===== config.mk =====
export PLATFORM = sky130hd
export DESIGN_NAME = fifo_stream_reader
export DESIGN_NICKNAME = d
export VERILOG_FILES = /design/src/rtl/fifo_stream_reader.sv
export SDC_FILE = /design/constraint.sdc
export NUM_CORES = 1
export LEC_CHECK = 0
export CAP_MARGIN = 20
export CORE_ASPECT_RATIO = 1.75
export CORE_MARGIN = 4
export CORE_UTILIZATION = 50
export DETAILED_ROUTE_END_ITERATION = 16
export PLACE_DENSITY = 0.83
export SLEW_MARGIN = 15
export SYNTH_ARGS = -nofsm -noshare
export SYNTH_HDL_FRONTEND = slang
export SYNTH_SLANG_ARGS = --single-unit

===== constraint.sdc =====
create_clock -name clk -period 3.31 [get_ports clk]
set_input_delay 0.662 -clock clk [delete_from_list [all_inputs] [get_ports clk]]
set_output_delay 0.662 -clock clk [all_outputs]
set_load 0.02 [all_outputs]

===== src/rtl/fifo_stream_reader.sv =====
// rtl/fifo_stream_reader.sv - FIFO read-port to valid/ready stream adapter with 2-entry skid buffer
//
// Purpose:
//   Drains a synchronous FIFO with a one-cycle registered read latency and
//   presents the words on a valid/ready stream. A 2-entry skid buffer lets the
//   reader keep one read in flight while still honouring backpressure, so a
//   word per clock is sustained while the FIFO is non-empty and downstream is
//   ready. A free-running counter tracks completed stream handshakes.
//
// Ports:
//   clk         in   system clock, rising edge
//   rst         in   synchronous active-high reset
//   fifo_empty  in   FIFO empty flag
//   fifo_dout   in   FIFO read data, valid the cycle after an accepted read
//   fifo_rd_en  out  FIFO pop request
//   m_valid     out  stream data valid
//   m_ready     in   stream downstream ready
//   m_data      out  stream data (head of the skid buffer)
//   xfer_count  out  completed handshakes, modulo 2^cnt_w
//   busy        out  buffer holds data or a FIFO read is in flight

module fifo_stream_reader #(
  parameter int width = 8,
  parameter int cnt_w = 16
) (
  input  logic             clk,
  input  logic             rst,
  input  logic             fifo_empty,
  input  logic [width-1:0] fifo_dout,
  output logic             fifo_rd_en,
  output logic             m_valid,
  input  logic             m_ready,
  output logic [width-1:0] m_data,
  output logic [cnt_w-1:0] xfer_count,
  output logic             busy
);

  // Skid buffer state: r_entry0 is the head; r_occ counts valid entries 0..2.
  logic [1:0]       r_occ;
  logic             r_inflight;
  logic [width-1:0] r_entry0;
  logic [width-1:0] r_entry1;
  logic [cnt_w-1:0] r_count;

  logic             w_pop;
  logic             w_cap;
  logic [2:0]       w_level;
  logic             w_rd_en;
  logic [1:0]       w_nxt_occ;
  logic [width-1:0] w_nxt_e0;
  logic [width-1:0] w_nxt_e1;

  assign w_pop = m_valid & m_ready;
  assign w_cap = r_inflight;

  // Projected buffer fill after this cycle's pop, counting the word already
  // in flight. A pop implies r_occ >= 1, so this never underflows.
  assign w_level = {1'b0, r_occ} + {2'b00, r_inflight} - {2'b00, w_pop};

  // Issuing a read only when the projected fill is below 2 guarantees there
  // is always a slot for the word that lands next cycle.
  assign w_rd_en = !rst && !fifo_empty && (w_level < 3'd2);

  // Buffer update. A captured word lands at index (r_occ - pop); on a pop the
  // second entry shifts to the head. When the buffer drains to empty the head
  // is left untouched so m_data holds its last value.
  always_comb begin
    w_nxt_occ = r_occ;
    w_nxt_e0  = r_entry0;
    w_nxt_e1  = r_entry1;
    case ({w_pop, w_cap})
      2'b11: begin
        if (r_occ == 2'd2) begin
          w_nxt_e0 = r_entry1;
          w_nxt_e1 = fifo_dout;
        end else begin
          w_nxt_e0 = fifo_dout;
        end
      end
      2'b10: begin
        if (r_occ == 2'd2) begin
          w_nxt_e0 = r_entry1;
        end
        w_nxt_occ = r_occ - 2'd1;
      end
      2'b01: begin
        if (r_occ == 2'd0) begin
          w_nxt_e0 = fifo_dout;
        end else begin
          w_nxt_e1 = fifo_dout;
        end
        w_nxt_occ = r_occ + 2'd1;
      end
      default: begin
      end
    endcase
  end

  // Reset takes priority over capture, so a read that was in flight when
  // reset hit is dropped and its data never enters the buffer.
  always_ff @(posedge clk) begin
    if (rst) begin
      r_occ      <= 2'd0;
      r_inflight <= 1'b0;
      r_entry0   <= '0;
      r_entry1   <= '0;
      r_count    <= '0;
    end else begin
      r_occ      <= w_nxt_occ;
      r_inflight <= w_rd_en;
      r_entry0   <= w_nxt_e0;
      r_entry1   <= w_nxt_e1;
      if (w_pop) begin
        r_count <= r_count + cnt_w'(1);
      end
    end
  end

  assign fifo_rd_en = w_rd_en;
  assign m_valid    = (r_occ != 2'd0);
  assign m_data     = r_entry0;
  assign xfer_count = r_count;
  assign busy       = (r_occ != 2'd0) | r_inflight;

endmodule


==> results of run 1 <==
[critical path: cells and delay by family]
| kind | cells | cell delay, ns |
|---|---|---|
| AND/OR/NAND/NOR | 3 | 0.35 |
| adder cells (fa/ha/maj) | 2 | 0.66 |
| XOR/XNOR | 1 | 0.18 |
| buffers and inverters | 2 | 0.67 |
[state kept, by name, summed over array words and instances (netlist names)]
signal      cells
m_data          8
xfer_count     16
r_occ           2
r_entry1        8
r_inflight      1
[cells by family after synthesis]
group,count (synthesis),share of synthesized area [%]
AND/OR/NAND/NOR,81,21.5
AO/OA/AOI/OAI,37,13.8
flip-flops,35,38.7
multiplexers,17,9.95
XOR/XNOR,15,7.25
buffers and inverters,14,3.52
adder cells (fa/ha/maj),7,5.25
[cell usage after synthesis (4+ instances only)]
| library cell | count | share of area, % |
|---|---|---|
| a21oi_1 | 13 | 3.6 |
| a22oi_1 | 8 | 3.3 |
| clkbuf_1 | 7 | 1.5 |
| dfxtp_1 | 35 | 39 |
| ha_1 | 6 | 4.1 |
| mux2_2 | 7 | 4.4 |
| mux2i_1 | 9 | 5.0 |
| nand2_1 | 30 | 6.2 |
| nand3_1 | 6 | 1.7 |
| nor2_1 | 22 | 4.6 |
| nor3_1 | 4 | 1.1 |
| o211ai_1 | 9 | 3.7 |
| xnor2_1 | 8 | 3.9 |
| xor2_1 | 7 | 3.4 |
[metal layers]
layer  vias up  GRT usage (%)
met4         0           10.2
li1        812              -
met2        51           39.6
met1       766           22.6
met3        11           5.28
met5         -              0
[report_power, final]
group          internal, mW  switching (mW)  total (mW)
logic                 0.449           0.559        1.01
clock network         0.301           0.151       0.452
registers             0.501          0.0499       0.551
[layout make-up]
cell class | count | area [um^2] | share of cell area [%]
tap | 45 | 56.3 | 2.34
clock buffer | 6 | 72.6 | 3.02
multi-input combinational | 157 | 1060 | 44.2
sequential | 35 | 701 | 29.2
timing repair buffer | 47 | 443 | 18.4
inverter | 2 | 7.51 | 0.313
clock inverter | 2 | 60.1 | 2.50
[path summary, 6_finish.rpt]
kind	startpoint	endpoint	slack, ns	cells after the start
worst min register to register	m_data[7]	m_data[7]	0.46	2
worst max register to register	r_occ[0]	r_entry1[6]	0.96	8
worst max-delay path	m_ready	fifo_rd_en	0.12	8
worst min-delay path	m_data[7]	m_data[7]	0.46	2
[stage by stage]
stage,total power [mW],cells,hold WS [ns],setup slack [ns]
2_1_floorplan,1.21,206,0.478,0.0934
3_3_place_gp,1.54,286,0.443,-0.302
3_5_place_dp,1.56,286,0.451,-0.327
4_1_cts,2.03,294,0.462,0.0242
5_1_grt,2.15,294,0.477,0.0114
6_report,2.01,294,0.459,0.118
[repair_timing]
| action | CTS | global route |
|---|---|---|
| resized for setup | 3 | 1 |
| pin swaps | 0 | 0 |
| setup endpoints to repair | 1 | 1 |
| hold buffers | 0 | 0 |
| gates cloned | 0 | 0 |
| buffers inserted | 0 | 0 |
==> results.json, run 1 <==
{
  "start_util_pct": 52.8,
  "die_w_um": 53.5,
  "die_y_um": 87.6,
  "fin_area_um2": 2400,
  "syn-instance-count": 206,
  "crit_path_start_kind": "input pin",
  "fin_crit_sh_pct": 96.4,
  "dr.pass1.iters": 4,
  "synth_edf_count": 0,
  "netlist_area_um2": 1810,
  "max_freq_mhz": 313,
  "syn-num-nets": 225,
  "avgRoutedWirePerCell_um": 14.9,
  "numClockSinks": 35,
  "clkTransAtPathRegs_ns": 0.07,
  "clk_latency_ns": 0.29,
  "wl_met3_um": 178,
  "cts_root_buf": "clkbuf_8",
  "tightest_slew_ns": 0.719,
  "synth-async-reset-ratio_pct": 0,
  "yosysWarnings": 0,
  "synth_seq_cells": 35,
  "final_cell_mix": "clkdlybuf4s50_1 (37), dfxtp_1 (35), nand2_1 (30)",
  "die_area_um2": 4690,
  "track_usage_pct": 21.8,
  "ant_nets": 0,
  "min_period_ns": 3.19,
  "synth-seq-area-share_pct": 38.7,
  "end_kind": "output pin",
  "placed_area_um2": 2270,
  "wl_met2_um": 2440,
  "critPathMaxStageDelay_ns": 0.47,
  "rsz0062_at_grt": "false",
  "crit_top_cell": "nand2_1",
  "globalplace.congestion": 0.734,
  "leakage_nw": 0.861,
  "tns_ns": 0,
  "clk_path_buf_depth": 2,
  "cts-htree-levels": 2,
  "cap_violations": 0,
  "finish.utilization_pct": 70.0,
  "worst_slew_margin_rel_pct": 52.0,
  "status": "finished clean",
  "num_io_pins": 39,
  "crit_path_max_fanout": 2,
  "n_fill_cell": 306,
  "gr-total-overflow": 0,
  "antenna_found_initial": 0,
  "met1_length_um": 1640,
  "final_common_cell": "clkdlybuf4s50_1",
  "drive_gt1_share_pct": 11.6,
  "fin_nets": 267,
  "drc_errors": 0,
  "port_buffers": 38,
  "coreArea_um2": 3430,
  "arrival_ns": 2.53,
  "ys.flop_type": "dfxtp_1",
  "grt_pass1_wl_um": 7560,
  "drv_slew": 0,
  "topRoutingLayerUsed": "met4",
  "powerDensity_nw_per_um2": 837,
  "synth_cell_types": 35,
  "cts_made_buffers": 5,
  "avgSynthCellArea_um2": 8.79,
  "drt-initial-drc-count": 45,
  "critical_path.cell_chain": "clkdlybuf4s50_1 > nand2_1 > ha_1 > nand2_1 > fa_1 > xor2_1 > nor4b_4 > buf_2",
  "dp.final_hpwl_um": 3100,
  "grt_max_degree": 37,
  "cts_tree": "built",
  "routed_wirelength_um": 4370,
  "cp_slowest_cell": "clkdlybuf4s50_1",
  "antenna_cells": 0,
  "rows": 28,
  "via_count": 1640,
  "syn2layout_area_growth_pct": 32.6,
  "irDropWorstVdd_mv": 0.623,
  "setup_viol": 0,
  "via_per_inst": 5.58,
  "fin_skew_ns": 0.00573,
  "final_hold_viol_count": 0,
  "crit_type": "in -> out",
  "grt_pass1_vias": 1680,
  "hold_path_class": "reg -> reg",
  "cp.required_ns": 2.65
}
No activity file was read; power rests on OpenSTA's default activity.
==> inputs of run 2 (changes only) <==
CORE_MARGIN = unset   (was 4)
CTS_CLUSTER_DIAMETER = 40   (was unset)
GPL_TIMING_DRIVEN = 0   (was unset)
==> run 2 against run 1 <==
Net effect:
- critical path type is now reg -> out
- first-iteration DRC count increased by 27%
- largest cell class unchanged
- register-to-register slack lost 0.10 ns
- die area shrank 17%
- cell count is 0.34% higher
- highest routed layer unchanged
- global-route usage grew 2.8 points
- clock skew decreased by 0.0022 ns
- critical path depth up 1
==> results.json, run 2 (synthesis results as in run 1) <==
{
  "cp.required_ns": 2.65,
  "dr.pass1.iters": 5,
  "clkTransAtPathRegs_ns": 0.07,
  "r2r_cells": 9,
  "setup_viol": 0,
  "port_buffers": 37,
  "routed_wirelength_um": 4270,
  "gr-total-overflow": 0,
  "start_util_pct": 52.8,
  "die_y_um": 81.6,
  "max_freq_mhz": 312,
  "irDropWorstVdd_mv": 0.549,
  "drt-initial-drc-count": 57,
  "rsz0062_at_grt": "false",
  "clk_path_buf_depth": 2,
  "via_per_inst": 5.55,
  "status": "finished clean",
  "grt_pass1_wl_um": 6730,
  "fin_ws_ns": 0.106,
  "cts_tree": "built",
  "crit_path_start_kind": "flip-flop",
  "r2r-start": "r_occ[1]",
  "cts_made_buffers": 5,
  "arrival_ns": 2.54,
  "r2r_slack_ns": 0.86,
  "fin_skew_ns": 0.00355,
  "crit_path_max_fanout": 8,
  "final_cell_mix": "clkdlybuf4s50_1 (35), dfxtp_1 (35), nand2_1 (29)",
  "end_kind": "output pin",
  "cap_violations": 0,
  "fin_area_um2": 2350,
  "fin_crit_sh_pct": 96.8,
  "worst_slew_margin_rel_pct": 53.0,
  "track_usage_pct": 24.6,
  "ant_nets": 0,
  "power_mw": 1.86,
  "worstHoldStart": "m_data[3]",
  "die_area_um2": 3880,
  "placed_area_um2": 2250,
  "fin_nets": 268,
  "crit_type": "reg -> out",
  "final_hold_viol_count": 0,
  "n_fill_cell": 307,
  "grt_pass1_vias": 1475,
  "globalplace.congestion": 0.843,
  "numClockSinks": 35,
  "num_io_pins": 39,
  "avgRoutedWirePerCell_um": 14.5,
  "powerDensity_nw_per_um2": 791,
  "rows": 28,
  "hold_end": "m_data[3]",
  "largest_reg_flops": 16,
  "grt_max_degree": 19,
  "leakage_nw": 0.834,
  "die_w_um": 47.5,
  "antenna_cells": 0,
  "tightest_slew_ns": 0.705,
  "drv_slew": 0,
  "dp_slack_ns": -1.24,
  "min_period_ns": 3.20,
  "drive_gt1_share_pct": 11.6,
  "syn2layout_area_growth_pct": 30.0,
  "clk_latency_ns": 0.30,
  "cts-htree-levels": 2,
  "via_count": 1637,
  "worstReg2RegEnd": "r_entry1[7]",
  "hold_depth": 2,
  "hold_path_class": "reg -> reg",
  "antenna_found_initial": 0,
  "dp.final_hpwl_um": 3050,
  "finish.utilization_pct": 68.6,
  "coreArea_um2": 3430,
  "cts_root_buf": "clkbuf_8",
  "drc_errors": 0
}
[run 2: cell count changes in the layout (fill, tap and decap cells not counted), moves of 2 or more]
cell | previous run | this run
bufinv_16 | 2 | 0
buf_2 | 1 | 3
buf_4 | 9 | 4
clkbuf_1 | 1 | 6
clkdlybuf4s50_1 | 37 | 35
[run 2: where the power goes]
| group | switching (mW) | internal (mW) |
|---|---|---|
| Combinational | 0.560 | 0.436 |
| Clock | 0.169 | 0.147 |
| Sequential | 0.0499 | 0.501 |
| Total | 0.778 | 1.08 |
[run 2: worst max path at each step]
stage | start | endpoint | cells after the start
final | r_occ[1] | fifo_rd_en | 9
after global routing | r_occ[1] | fifo_rd_en | 9
after CTS | r_occ[1] | fifo_rd_en | 9
after detailed placement | m_ready | fifo_rd_en | 10
after global placement | m_ready | fifo_rd_en | 10
after floorplan | r_occ[1] | fifo_rd_en | 10
[run 2: worst max-delay path, cell delays in order (launching register included)]
cell and delay (ns):
dfxtp_1 0.34, buf_4 0.17, or2_2 0.32, nand2_4 0.12, inv_2 0.08, ha_1 0.20, fa_1 0.40, xor2_1 0.19
nor4b_4 0.23, buf_4 0.18
[run 2: routing by layer]
metal | GRT usage [%] | up-vias | wire [um]
met5 | 0 | - | 0
met4 | 8.86 | 0 | 83
met3 | 5.93 | 8 | 127
met2 | 45.6 | 38 | 2380
met1 | 24.9 | 784 | 1680
li1 | - | 807 | -
[run 2: through the flow]
stage | setup TNS [ns] | instances | hold WS (ns)
floorplan | 0 | 206 | 0.478
global placement | -1.16 | 288 | 0.448
detailed placement | -1.28 | 288 | 0.448
CTS | 0 | 295 | 0.459
global route | 0 | 295 | 0.476
finish | 0 | 295 | 0.457
[run 2: layout make-up]
cell class / instances / area (um^2) / share of cell area [%]
clock buffer: 6 / 72.6 / 3.08
tap: 45 / 56.3 / 2.39
timing repair buffer: 38 / 374 / 15.9
multi-input combinational: 157 / 1080 / 46.0
clock inverter: 2 / 12.5 / 0.531
buffer: 10 / 48.8 / 2.07
inverter: 2 / 7.51 / 0.319
sequential: 35 / 701 / 29.8
[run 2: what timing repair did]
action | CTS | global route
setup buffers | 1 | 0
pin swaps | 1 | 0
resized for setup | 9 | 2
hold buffers | 0 | 0
setup endpoints to repair | 1 | 1
==> inputs of run 3 (changes only) <==
ABC_AREA = 1   (was unset)
CELL_PAD_IN_SITES_DETAIL_PLACEMENT = 2   (was unset)
CELL_PAD_IN_SITES_GLOBAL_PLACEMENT = 2   (was unset)
CORE_UTILIZATION = 28   (was 50)
==> run 3 against run 2 <==
Net effect:
- critical path depth unchanged
- via count up 29%
- routed wire length up 55%
- total power up 4.9%
- maximum frequency up 3.3%
- critical path type is now in -> out
- cell count up 45%
- die area up 96%
- register-to-register slack better by 0.46 ns
- clock power up 52%
==> results.json, run 3 <==
{
  "worstHoldStart": "m_data[3]",
  "gr-total-overflow": 0,
  "via_count": 2116,
  "synth_simple_gate_area_share_pct": 39.2,
  "avgRoutedWirePerCell_um": 15.4,
  "cp.required_ns": 2.65,
  "fin_nets": 364,
  "globalplace.congestion": 0.763,
  "die_w_um": 66.4,
  "syn-num-nets": 318,
  "routed_wirelength_um": 6600,
  "drive_gt1_share_pct": 11.0,
  "fin_skew_ns": 0.00548,
  "stdcell_count": 429,
  "powerDensity_nw_per_um2": 731,
  "topRoutingLayerUsed": "met4",
  "worstReg2RegEnd": "r_inflight",
  "critPathMaxStageDelay_ns": 0.48,
  "synth_cell_types": 27,
  "tightest_slew_ns": 0.590,
  "wl_met3_um": 148,
  "die_y_um": 115,
  "status": "finished clean",
  "cts_tree": "built",
  "rows": 40,
  "r2r_cells": 9,
  "crit_path_max_fanout": 4,
  "fin_ws_ns": 0.210,
  "synth_fa_ha_area_share_pct": 4.68,
  "hold_path_class": "reg -> reg",
  "synth_seq_cells": 35,
  "synth-async-reset-ratio_pct": 0,
  "dp_slack_ns": -0.736,
  "end_kind": "output pin",
  "synth_edf_count": 0,
  "power_mw": 1.95,
  "grt_pass1_wl_um": 11300,
  "critical_path.cell_chain": "dlygate4sd2_1 > nand2_2 > ha_1 > buf_6 > nand2_1 > fa_1 > inv_1 > nor4_1 > buf_2",
  "hold_depth": 2,
  "antenna_cells": 0,
  "netlist_area_um2": 2030,
  "dp_cells": 421,
  "worst_slew_margin_rel_pct": 60.7,
  "cts-htree-levels": 2,
  "start_util_pct": 29.2,
  "clk_latency_ns": 0.29,
  "fin_crit_sh_pct": 93.7,
  "drv_slew": 0,
  "ys.flop_type": "dfxtp_1",
  "synth_compound_area_share_pct": 12.7,
  "met1_length_um": 2300,
  "synth.most_common_cell": "nand2_1",
  "muxShareOfSynthArea_pct": 0,
  "yosysWarnings": 0,
  "grt_pass1_vias": 2354,
  "setup_viol": 0,
  "synth_xor_area_share_pct": 0.431,
  "coreArea_um2": 6960,
  "r2r-start": "r_occ[0]",
  "leakage_nw": 1.16,
  "final_cell_mix": "nand2_1 (83), clkdlybuf4s50_1 (36), nor2_1 (34), dfxtp_1 (34), inv_1 (31)",
  "cts_root_buf": "clkbuf_16",
  "r2r_slack_ns": 1.32,
  "synth-seq-area-share_pct": 34.5,
  "clk_path_buf_depth": 2,
  "yosysTopAreaCell": "dfxtp_1",
  "syn2layout_area_growth_pct": 31.5,
  "final_common_cell": "nand2_1",
  "syn-instance-count": 299,
  "drt-initial-drc-count": 46,
  "drc_errors": 0,
  "clkTransAtPathRegs_ns": 0.06,
  "via_per_inst": 4.93,
  "cp_slowest_cell": "fa_1",
  "finish.utilization_pct": 38.4,
  "numClockSinks": 35,
  "ant_nets": 0,
  "crit_path_start_kind": "input pin",
  "synth_area_leaders": "dfxtp_1 (34%), nand2_1 (16%), nor2_1 (6.3%), a21oi_1 (5.9%), inv_1 (5.7%)",
  "min_period_ns": 3.10,
  "synth_common_cells": "nand2_1 (84), dfxtp_1 (35), nor2_1 (34)",
  "num_io_pins": 39,
  "whs_ns": 0.464,
  "wl_met2_um": 3990,
  "antenna_found_initial": 0,
  "port_buffers": 38,
  "rsz0062_at_grt": "false",
  "cap_violations": 0,
  "largest_reg_flops": 16,
  "synth_top_family_by_area": "simple AND/OR/NAND/NOR gates",
  "hold_end": "m_data[3]",
  "track_usage_pct": 20.0,
  "cts_made_buffers": 5,
  "grt_max_degree": 12,
  "avgSynthCellArea_um2": 6.80,
  "dp.final_hpwl_um": 5000,
  "max_freq_mhz": 323,
  "dr.pass1.iters": 4,
  "yosysTopAreaCellShare_pct": 34.5,
  "irDropWorstVdd_mv": 0.345,
  "arrival_ns": 2.44,
  "cts_hold_buf": 0,
  "final_hold_viol_count": 0,
  "die_area_um2": 7610,
  "crit_type": "in -> out"
}
==> run 3: cell count changes in the layout (fill, tap and decap cells not counted), moves of 7 or more <==
cell      change
o21ai_0      +16
mux2i_1       -9
nand2_1      +54
inv_1        +30
mux2_2        -7
a21oi_1      +11
nor2_1       +12
nor2_2        +7
xnor2_1       -8
o211ai_1      -9
a22oi_1       -8
nand3b_1      +8
nand3_1      +13
==> run 3: how the worst max path moves through the flow <==
stage | from | end | slack, ns | cells after the start
floorplan | r_occ[1] | fifo_rd_en | 0.14 | 9
finish | m_ready | fifo_rd_en | 0.21 | 9
global route | r_occ[0] | fifo_rd_en | 0.07 | 10
CTS | r_occ[1] | fifo_rd_en | 0.13 | 10
detailed placement | m_ready | fifo_rd_en | -0.74 | 9
global placement | m_ready | fifo_rd_en | -0.74 | 9
==> run 3: logic make-up (layout without fill, tap and decap cells) <==
family                     Yosys count  after routing
adders and majority gates            7              7
AOI/OAI and AO/OA                   49             49
and+or+nand+nor                    165            165
xor gates and xnor gates             1              1
DFF                                 35             35
buffers and inverters               42             88
==> run 3: routing by layer <==
metal  track usage (%)  vias to the layer above
met3              3.98                       10
met4              7.52                        0
met2              41.0                       27
met5                 0                        -
li1                  -                     1035
met1              18.0                     1044
==> run 3: timing repair <==
item                       in CTS  in global routing
setup buffers                   1                  0
gates resized for setup         9                  1
hold endpoints to repair        0                  0
setup endpoints to repair       1                  1
==> run 3: layout make-up <==
cell class / instances / area [um^2]
Sequential cell: 35 / 702
Buffer: 7 / 43.8
Inverter: 35 / 134
Clock buffer: 6 / 139
Multi-Input combinational cell: 222 / 1160
Clock inverter: 1 / 5.00
Tap cell: 84 / 105
Fill cell: 858 / 4280
Timing Repair Buffer: 39 / 382
==> run 3: report_power, final <==
group / switching, mW / total (mW) / internal, mW / leakage (nW)
registers: 0.0636 / 0.570 / 0.506 / 0.284
clock network: 0.187 / 0.481 / 0.294 / 0.0727
logic: 0.559 / 0.903 / 0.344 / 0.804
==> run 3: per-stage QoR <==
| step | setup TNS [ns] | instance area [um^2] |
|---|---|---|
| after floorplan | 0 | 2030 |
| after global placement | -0.742 | 2520 |
| after detailed placement | -0.736 | 2520 |
| after CTS | 0 | 2670 |
| after global routing | 0 | 2670 |
| final | 0 | 2670 |
==> run 3: worst max-delay path: cells and delay by family <==
| kind | cells | cell delay (ns) |
|---|---|---|
| fa+ha+maj | 2 | 0.79 |
| buf+inv | 4 | 0.61 |
| simple gates | 3 | 0.37 |
